<file path="src/rtl/ahb_lite_arbiter.sv">
// AHB-Lite multi-master arbiter with fixed-priority or round-robin grant,
// burst/lock hold, and address/data-phase multiplexing to the slaves.
module ahb_lite_arbiter #(
    parameter int NUM_MASTERS = 2,
    parameter int AW          = 32,
    parameter int DW          = 32,
    parameter int ARB_MODE    = 1,
    parameter int DEF_MASTER  = 0
) (
    input  logic                      HCLK,
    input  logic                      HRESETn,
    input  logic [NUM_MASTERS-1:0]    HBUSREQ,
    input  logic [NUM_MASTERS-1:0]    HLOCK,
    input  logic [2*NUM_MASTERS-1:0]  HTRANS_M,
    input  logic [AW*NUM_MASTERS-1:0] HADDR_M,
    input  logic [NUM_MASTERS-1:0]    HWRITE_M,
    input  logic [2*NUM_MASTERS-1:0]  HSIZE_M,
    input  logic [DW*NUM_MASTERS-1:0] HWDATA_M,
    input  logic                      HREADY,
    output logic [NUM_MASTERS-1:0]    HGRANT,
    output logic [3:0]                HMASTER,
    output logic                      HMASTLOCK,
    output logic [1:0]                HTRANS,
    output logic [AW-1:0]             HADDR,
    output logic                      HWRITE,
    output logic [1:0]                HSIZE,
    output logic [DW-1:0]             HWDATA
);

    localparam logic [3:0]             DEF_IDX   = 4'(DEF_MASTER);
    localparam logic [NUM_MASTERS-1:0] DEF_GRANT = NUM_MASTERS'(1) << DEF_MASTER;

    logic [3:0]             hmaster_d;
    logic [3:0]             last;
    logic [3:0]             grant_idx;
    logic                   grant_lock;
    logic                   grant_req;
    logic [3:0]             win_idx;
    logic                   win_valid;
    logic                   hold;
    logic [NUM_MASTERS-1:0] next_grant;

    always_comb begin
        grant_idx  = '0;
        grant_lock = 1'b0;
        grant_req  = 1'b0;
        for (int unsigned i = 0; i < NUM_MASTERS; i++) begin
            if (HGRANT[i]) begin
                grant_idx  = 4'(i);
                grant_lock = HLOCK[i];
                grant_req  = HBUSREQ[i];
            end
        end
    end

    always_comb begin
        HTRANS = '0;
        HADDR  = '0;
        HWRITE = 1'b0;
        HSIZE  = '0;
        HWDATA = '0;
        for (int unsigned i = 0; i < NUM_MASTERS; i++) begin
            if (HMASTER == 4'(i)) begin
                HTRANS = HTRANS_M[2*i +: 2];
                HADDR  = HADDR_M[AW*i +: AW];
                HWRITE = HWRITE_M[i];
                HSIZE  = HSIZE_M[2*i +: 2];
            end
            if (hmaster_d == 4'(i)) begin
                HWDATA = HWDATA_M[DW*i +: DW];
            end
        end
    end

    // HTRANS[0] set means BUSY (01) or SEQ (11): the owner is mid-burst.
    assign hold = HTRANS[0] || (grant_lock && grant_req);

    // Round-robin: first pass searches above LAST, second pass wraps to 0..LAST.
    always_comb begin
        win_valid = 1'b0;
        win_idx   = DEF_IDX;
        if (ARB_MODE == 0) begin
            for (int unsigned i = 0; i < NUM_MASTERS; i++) begin
                if (!win_valid && HBUSREQ[i]) begin
                    win_valid = 1'b1;
                    win_idx   = 4'(i);
                end
            end
        end else begin
            for (int unsigned i = 0; i < NUM_MASTERS; i++) begin
                if (!win_valid && HBUSREQ[i] && (4'(i) > last)) begin
                    win_valid = 1'b1;
                    win_idx   = 4'(i);
                end
            end
            for (int unsigned i = 0; i < NUM_MASTERS; i++) begin
                if (!win_valid && HBUSREQ[i]) begin
                    win_valid = 1'b1;
                    win_idx   = 4'(i);
                end
            end
        end
    end

    always_comb begin
        next_grant = '0;
        for (int unsigned i = 0; i < NUM_MASTERS; i++) begin
            next_grant[i] = (win_idx == 4'(i));
        end
    end

    always_ff @(posedge HCLK or negedge HRESETn) begin
        if (!HRESETn) begin
            HGRANT    <= DEF_GRANT;
            HMASTER   <= DEF_IDX;
            hmaster_d <= DEF_IDX;
            HMASTLOCK <= 1'b0;
            last      <= DEF_IDX;
        end else if (HREADY) begin
            HMASTER   <= grant_idx;
            HMASTLOCK <= grant_lock;
            hmaster_d <= HMASTER;
            if (!hold) begin
                HGRANT <= next_grant;
                if (win_valid) begin
                    last <= win_idx;
                end
            end
        end
    end

endmodule

</file>
<file path="config.mk">
export PLATFORM = sky130hd
export DESIGN_NAME = ahb_lite_arbiter
export DESIGN_NICKNAME = d
export VERILOG_FILES = /design/src/rtl/ahb_lite_arbiter.sv
export SDC_FILE = /design/constraint.sdc
export NUM_CORES = 1
export LEC_CHECK = 0
export ABC_CLOCK_PERIOD_IN_PS = 1370
export BUFFER_PORTS_ARGS = -buffer_cell sky130_fd_sc_hd__buf_4
export CELL_PAD_IN_SITES_DETAIL_PLACEMENT = 1
export CELL_PAD_IN_SITES_GLOBAL_PLACEMENT = 2
export CORE_MARGIN = 2
export CORE_UTILIZATION = 10
export CTS_CLUSTER_SIZE = 8
export DETAILED_ROUTE_END_ITERATION = 8
export GPL_TIMING_DRIVEN = 0
export PLACE_DENSITY_LB_ADDON = 0.1
export SLEW_MARGIN = 20
export SYNTH_ARGS = -nofsm -noshare
export SYNTH_HDL_FRONTEND = slang
export SYNTH_SLANG_ARGS = --single-unit
</file>
<file path="constraint.sdc">
create_clock -name HCLK -period 1.37 [get_ports HCLK]
set_input_delay 0.137 -clock HCLK [delete_from_list [all_inputs] [get_ports HCLK]]
set_output_delay 0.137 -clock HCLK [all_outputs]
set_load 0.1 [all_outputs]
</file>
==> results of run 1 <==
flip-flops by register name (all words and copies together), names as in the netlist:
register   cells
HGRANT         2
HMASTER        1
HMASTLOCK      1
hmaster_d      1
last           1
kinds of logic (layout without fill, tap and decap cells):
| group | count (synthesis) | count (layout) | synth area share |
|---|---|---|---|
| DFF | 6 | 6 | 0.134 |
| buffers and inverters | 13 | 246 | 0.0685 |
| other | 1 | 3 | 0.00331 |
| AOI/OAI and AO/OA | 8 | 8 | 0.0497 |
| muxes | 71 | 71 | 0.705 |
| and+or+nand+nor | 9 | 9 | 0.0398 |
cells in the final DEF (no fill, tap or decap), types with 3 or more instances in the layout:
cell type  count
dfrtp_1        3
mux2_2        12
mux2_4        58
clkbuf_16      4
buf_4        154
nand2_1        6
buf_6         13
conb_1         3
buf_8          4
buf_12        66
repair_timing:
item                       in CTS  in global routing
pin swaps                       0                  3
gates resized for setup       154                 87
setup buffers                   9                  3
hold endpoints to repair        6                  0
hold buffers                    1                  0
setup endpoints to repair      71                 72
cloned                          3                  1
worst max-delay path by stage:
stage,from,end,slack (ns),cells after the start
global placement,HMASTER[0],HSIZE[0],-0.14,4
CTS,HMASTER[0],HSIZE[0],-0.29,4
global route,HMASTER[0],HADDR[1],-0.31,4
finish,HMASTER[0],HSIZE[0],-0.28,4
floorplan,HMASTER[0],HADDR[0],-0.17,3
detailed placement,HMASTER[0],HSIZE[0],-0.14,4
worst reg2reg max path, stage by stage, from the launching register on:
cell and delay (ns):
dfrtp_4 0.50, buf_4 0.16, mux2i_4 0.22, and2_4 0.20, nand2_1 0.05, a32o_1 0.20
metrics by stage:
step | util | TNS [ns] | setup slack, ns | instance area (um2)
finish | 0.395 | -14.64 | -0.280 | 4310
floorplan | - | -5.94 | -0.173 | 1290
detailed placement | 0.283 | -5.96 | -0.144 | 3100
CTS | 0.364 | -16.93 | -0.294 | 3980
global route | 0.395 | -17.26 | -0.310 | 4310
global placement | 0.283 | -6.19 | -0.143 | 3100
where the power goes:
part / internal, mW / leakage, nW / switching (mW)
Clock: 0.386 / 0.0382 / 0.0979
Combinational: 3.42 / 2.04 / 5.02
Sequential: 0.250 / 0.0672 / 0.0530
Total: 4.05 / 2.15 / 5.17
final cells by class:
cell class,instances,area [um2]
plain buffers,9,124
clock buffers,4,78.8
fillers,1203,6620
inverters,2,11.3
multi-input cells,91,1140
flip-flops and latches,6,160
well taps,140,175
repair buffers,231,2620
layer usage:
metal  wire length [um]  vias up  global-route usage
li1                   -      866                   -
met1               2780      862               0.121
met2               4570      102               0.238
met3                545        4              0.0302
met4                 48        0             0.00667
met5                  0        -                   0
==> results.yml, run 1 <==
floorplan:
  std_cell_rows: 38
  die_x_um: 110
  core_area_um2: 10900
  die_y_um: 110
  die_area_um2: 12200
  start_util: 0.104
  ios: 221
yosys:
  async_flop_share: 1.00
  synth.area.top_cells: "mux2_2 70%, dfrtp_1 11%, buf_4 4.0%, dfstp_2 2.3%, buf_2 2.2%"
  yosys.area.top_type: "mux2_2"
  synth_ff_type: "dfrtp_1"
  synth_edf_count: 0
  syn_avg_cell_area_um2: 10.5
  syn_area_um2: 1130
  netlist.area_leader.share: 0.696
  synthDistinctLibCells: 20
  yosysMostFrequentCell: "mux2_2"
  synth.yosys.seq_area_share: 0.134
  synthCells: 108
  ys_ff_latch: 6
  yosys_warnings: 0
  synth_common_cells: "70 x mux2_2, 6 x buf_4, 6 x nand2_1"
sta:
  fmax_mhz: 606
  setup_violations: 72
  finalClockSkew_ns: 0.00358
  fin_crit_sh: 1.20
  rsz0062_at_grt: "true"
  slew_violations: 0
  hold_viol_final: 0
  fin_ws_ns: -0.280
  hold-worst-slack_ns: 0.212
  min_period_ns: 1.65
critical_path:
  cp_num_buf_inv: 3
  regToRegEndpoint: "HGRANT[1]"
  critPathLaunchType: "flip-flop"
  worst-setup-path-type: "reg -> out"
  cp_slowest_cell: "dfrtp_4"
  end_kind: "output port"
  r2r_cells: 5
  max_stage_delay_ns: 0.50
  crit_arrival_ns: 1.51
  r2r_slack_ns: -0.07
  crit_required_ns: 1.23
  cpLargestDelayFamily: "flip-flops"
  r2r_start: "HMASTER[0]"
  path_cells: "buf_8, buf_12, mux2_4, buf_12"
  cp_common_cell: "buf_12"
  cp_max_fo: 10
placed_design:
  port-buffer-count: 217
  hpwl_um: 6360
  gp_congestion: 0.770
  numPlacedInstances: 467
power:
  power_density_nw_per_um2: 2140
  report.power.total_mw: 9.23
  p_leak_nw: 2.15
  vdd_drop_max_mv: 1.07
detailed_routing:
  wl_um: 7940
  firstDrtPassIters: 4
  vias: 1834
  postRouteAntennaNets: 0
  routedWlPerCell_um: 16.4
  avgViaCountPerCell: 3.80
  drc: 0
  drtIter0Drc: 38
global_route:
  grt_start_max_net_pins: 11
  overflow: 0
  first_global_vias: 2024
  grt_pass1_wl_um: 11300
  antenna_found_initial: 0
  grt_usage: 0.116
cts:
  clkSlewWorstSetupHoldPaths_ns: 0.04
  clock_path_buffers: 2
  clock-sinks: 6
  htree_levels: 1
  cts-root-buf: "clkbuf_16"
  cts_tree: "done"
  clk-insertion-delay-late_ns: 0.23
  numCtsBuffers: 3
min_path:
  hold_class: "in -> reg"
  worstHoldPathCells: 2
  min_to: "HGRANT[1]"
  min-delay-start: "HBUSREQ[1]"
layout:
  final_cells: 483
  syn_to_final_growth_pct: 281
  layout.nets: 489
  num_antenna_cells: 0
  drive_gt1_frac: 0.927
outcome:
  outcome: "finished with violations"
  violations: "setup timing"
flow_run:
  maxCapViolations: 0
Power figures use the tool's default switching activity.
==> run 2, diff against run 1 <==
- PLACE_DENSITY: default -> 0.81
- PLACE_DENSITY_LB_ADDON: 0.1 -> default
==> run 2 against run 1 <==
- the run still ends with setup timing left
- die area unchanged
- clock skew decreased by 0.00062 ns
- global-route usage increased by 0.16 points
- sequential share of layout area about the same
- first-iteration DRC count increased by 18%
- combinational power increased by 1%
- largest cell class unchanged
==> results.yml, run 2 (same netlist as run 1, synthesis figures left out) <==
outcome:
  outcome: "finished with violations"
  violations: "setup timing"
critical_path:
  cp_common_cell: "buf_12"
  cpLargestDelayFamily: "flip-flops"
  r2r_start: "HMASTER[0]"
  crit_required_ns: 1.23
  max_stage_delay_ns: 0.50
  end_kind: "output port"
  crit_arrival_ns: 1.51
  cp_max_fo: 9
  cp_slowest_cell: "dfrtp_4"
  critPathLaunchType: "flip-flop"
  cp_num_buf_inv: 3
  path_cells: "buf_8, buf_12, mux2_4, buf_12"
  worst-setup-path-type: "reg -> out"
  worstSetupStartpoint: "HMASTER[0]"
  r2r_slack_ns: -0.13
layout:
  largest_reg_flops: 2
  drive_gt1_frac: 0.928
  most-common-layout-cells: "159 x buf_4, 67 x buf_12, 60 x mux2_4, 10 x mux2_2, 10 x buf_6"
  layout.nets: 493
  syn_to_final_growth_pct: 285
  num_antenna_cells: 0
  utilization: 0.399
  top_register: "HGRANT"
  layout_commonest_cell: "buf_4"
floorplan:
  start_util: 0.104
  ios: 221
  std_cell_rows: 38
  die_y_um: 110
  core_area_um2: 10900
  die_area_um2: 12200
  die_x_um: 110
detailed_routing:
  firstDrtPassIters: 2
  vias: 1873
  postRouteAntennaNets: 0
  drtIter0Drc: 45
  routedWlPerCell_um: 16.0
  avgViaCountPerCell: 3.85
  wl_um: 7780
  drc: 0
global_route:
  first_global_vias: 2199
  overflow: 0
  grt_start_max_net_pins: 11
  antenna_found_initial: 0
  grt_usage: 0.118
  grt_pass1_wl_um: 11600
cts:
  clock-sinks: 6
  clkSlewWorstSetupHoldPaths_ns: 0.03
  clk-insertion-delay-late_ns: 0.23
  cts_tree: "done"
  htree_levels: 1
  numCtsBuffers: 3
  cts-root-buf: "clkbuf_16"
  clock_path_buffers: 2
power:
  power_density_nw_per_um2: 2140
  vdd_drop_max_mv: 1.02
  report.power.total_mw: 9.32
  p_leak_nw: 2.18
sta:
  tns_ns: -14.49
  rsz0062_at_grt: "true"
  slew_violations: 0
  hold_viol_final: 0
  min_period_ns: 1.65
  fin_crit_sh: 1.20
  fin_ws_ns: -0.280
  hold-worst-slack_ns: 0.190
  finalClockSkew_ns: 0.00296
  fmax_mhz: 606
  setup_violations: 72
placed_design:
  port-buffer-count: 217
  gp_congestion: 0.798
  hpwl_um: 5830
  post-place-ws_ns: -0.139
min_path:
  min-delay-start: "HBUSREQ[1]"
  hold_class: "in -> reg"
flow_run:
  maxCapViolations: 0
## run 2: changes by cell type in the layout (fill, tap and decap cells not counted), sizes merged
cell / previous run / this run
buf: 238 / 243
clkbuf: 5 / 4
## run 2: through the flow
step / cells / instance area, um2
global placement: 467 / 3100
CTS: 488 / 4190
detailed placement: 467 / 3100
finish: 487 / 4360
floorplan: 110 / 1290
global route: 487 / 4360
## run 2: per-layer routing
layer	GRT usage	share of wire
met4	0.0150	0.0066
met1	0.115	0.32
met2	0.253	0.61
met5	0	0
met3	0.0225	0.058
## run 2: path summary, 6_finish.rpt
check	endpoint	cells past startpoint
worst max-delay path	HADDR[11]	4
worst min-delay path	HGRANT[1]	2
worst max register to register	HGRANT[1]	6
worst min register to register	HMASTLOCK	1
max in group asynchronous	HGRANT[0]	2
min in group asynchronous	last[0]	2
## run 2: what timing repair did
item | 4_1_cts | 5_1_grt
endpoints found under the hold margin | 6 | 0
cloned | 4 | 0
endpoints found under the setup margin | 69 | 72
gates resized for setup | 195 | 52
hold buffers | 1 | 0
setup buffers | 12 | 1
pin swaps | 2 | 1
## run 2: worst reg2reg max path, delay by kind of cell (launching register included)
kind | cells | cell delay (ns)
DFF | 1 | 0.50
buffers and inverters | 2 | 0.29
muxes | 1 | 0.21
and+or+nand+nor | 2 | 0.20
AOI/OAI and AO/OA | 1 | 0.19
## run 2: power breakdown
group / switching, mW / internal [mW]
sequential: 0.0573 / 0.250
clock: 0.103 / 0.386
combinational: 5.04 / 3.48
## run 2: layout make-up
type                            instances  area [um2]
Tap cell                              140         175
Fill cell                            1176        6570
Clock buffer                            4        78.8
Buffer                                 11         158
Sequential cell                         6         160
Multi-Input combinational cell         91        1150
Inverter                                2        11.3
Timing Repair Buffer                  233        2630
==> run 3, diff against run 2 <==
- ABC_CLOCK_PERIOD_IN_PS: 1370 -> 1700
- clock period: 1.37 -> 1.7 ns (I/O delays scaled with it)
==> run 3 against run 2 <==
- the flow now finishes without violations
- die area stayed put
- register-to-register slack better by 0.45 ns
- global-route usage is 1.6 points lower
- combinational power is 37% lower
- first-iteration DRC count is 31% lower
- count of clock-buffer cells in the layout stayed put
- via count is 4.8% lower
==> results.yml, run 3 (same netlist as run 1, synthesis figures left out) <==
outcome:
  outcome: "completed"
sta:
  min_period_ns: 1.68
  finalClockSkew_ns: 0.00259
  slew_violations: 0
  fin_ws_ns: 0.0164
  tns_ns: 0
  hold_viol_final: 0
  setup_violations: 0
  fin_crit_sh: 0.990
  fmax_mhz: 594
  hold-worst-slack_ns: 0.232
  rsz0062_at_grt: "true"
critical_path:
  cp_common_cell: "buf_12"
  cp_max_fo: 9
  crit_arrival_ns: 1.51
  crit_required_ns: 1.53
  cp.depth: 4
  cpLargestDelayFamily: "flip-flops"
  path_cells: "buf_8, buf_12, mux2_2, buf_12"
  cp_slowest_cell: "dfrtp_4"
  worst-setup-path-type: "reg -> out"
  r2r_slack_ns: 0.32
  end_kind: "output port"
  r2r_cells: 4
  critPathLaunchType: "flip-flop"
  max_stage_delay_ns: 0.50
  cp_num_buf_inv: 3
placed_design:
  hpwl_um: 5740
  gp_congestion: 0.841
  numPlacedInstances: 467
  placed_area_um2: 2950
  port-buffer-count: 217
  post-place-ws_ns: 0.0119
global_route:
  grt_pass1_wl_um: 10400
  overflow: 0
  first_global_vias: 1996
  antenna_found_initial: 0
  met3_usage: 0.0170
  grt_start_max_net_pins: 11
  use_met2: 0.203
  grt_use_met1: 0.113
  grt_usage: 0.102
  busiest_layer: "met2"
min_path:
  worstHoldPathCells: 2
  hold_class: "in -> reg"
detailed_routing:
  wl_um: 6670
  postRouteAntennaNets: 0
  vias: 1784
  avgViaCountPerCell: 3.74
  firstDrtPassIters: 4
  drtIter0Drc: 31
  routedWlPerCell_um: 14.0
  drc: 0
floorplan:
  ios: 221
  die_x_um: 110
  core_area_um2: 10900
  start_util: 0.104
  die_area_um2: 12200
  std_cell_rows: 38
  die_y_um: 110
cts:
  clkSlewWorstSetupHoldPaths_ns: 0.04
  cts_tree: "done"
  numCtsBuffers: 3
  clock-sinks: 6
  clock_path_buffers: 2
  cts-root-buf: "clkbuf_16"
  clk-insertion-delay-late_ns: 0.23
  htree_levels: 1
power:
  p_leak_nw: 1.65
  vdd_drop_max_mv: 0.889
  report.power.total_mw: 5.97
  power_density_nw_per_um2: 1790
layout:
  syn_to_final_growth_pct: 195
  most-common-layout-cells: "176 x buf_4, 69 x mux2_2, 49 x buf_6, 6 x nand2_1"
  drive_gt1_frac: 0.917
  layout_commonest_cell: "buf_4"
  num_antenna_cells: 0
  utilization: 0.306
  fillCellCount: 1280
  stdcell_area_um2: 3340
  layout.nets: 483
  seq_area_um2: 155
  final_cells: 477
  multi_input_area_um2: 915
  largest_reg_flops: 2
  top_register: "HGRANT"
flow_run:
  maxCapViolations: 0
## run 3: cell types whose count changed in the layout (fill, tap and decap cells not counted), sizes merged
cell      delta
clkbuf       +1
inv          +1
buf         -11
clkinvlp     -1
## run 3: worst register-to-register path, cell delays in order, from the launching register on
cell and delay (ns):
dfrtp_4 0.50, mux2i_1 0.27, and2_2 0.24, nand2_1 0.05
a32o_1 0.20
## run 3: worst paths after layout
check / to / from
min in group asynchronous: HMASTER[0] / HRESETn
hold reg to reg: HMASTLOCK / HMASTLOCK
setup / recovery: HADDR[6] / HMASTER[0]
max in group asynchronous: HGRANT[0] / HRESETn
hold / removal: HGRANT[1] / HBUSREQ[1]
setup reg to reg: HGRANT[1] / HMASTER[0]
## run 3: repair_timing
action,in CTS,in global routing
pin swaps,0,0
hold buffers,1,0
gates resized for setup,34,37
endpoints found under the hold margin,6,0
setup endpoints to repair,56,50
buffers inserted,4,1
cloned,0,0
## run 3: cell type report
type | count | share of cell area
Timing Repair Buffer | 223 | 0.566
Multi-Input combinational cell | 91 | 0.274
Tap cell | 140 | 0.0524
Sequential cell | 6 | 0.0464
Buffer | 11 | 0.0352
Clock buffer | 4 | 0.0236
Inverter | 2 | 0.00225
## run 3: routing by layer
layer / routed length, um / vias up
met5: 0 / -
met4: 94 / 0
met3: 467 / 6
met2: 3720 / 106
met1: 2390 / 815
li1: - / 857
## run 3: report_power, final
part | switching [mW] | total, mW | internal, mW
Sequential | 0.0430 | 0.238 | 0.195
Combinational | 3.74 | 5.34 | 1.60
Clock | 0.0835 | 0.395 | 0.311
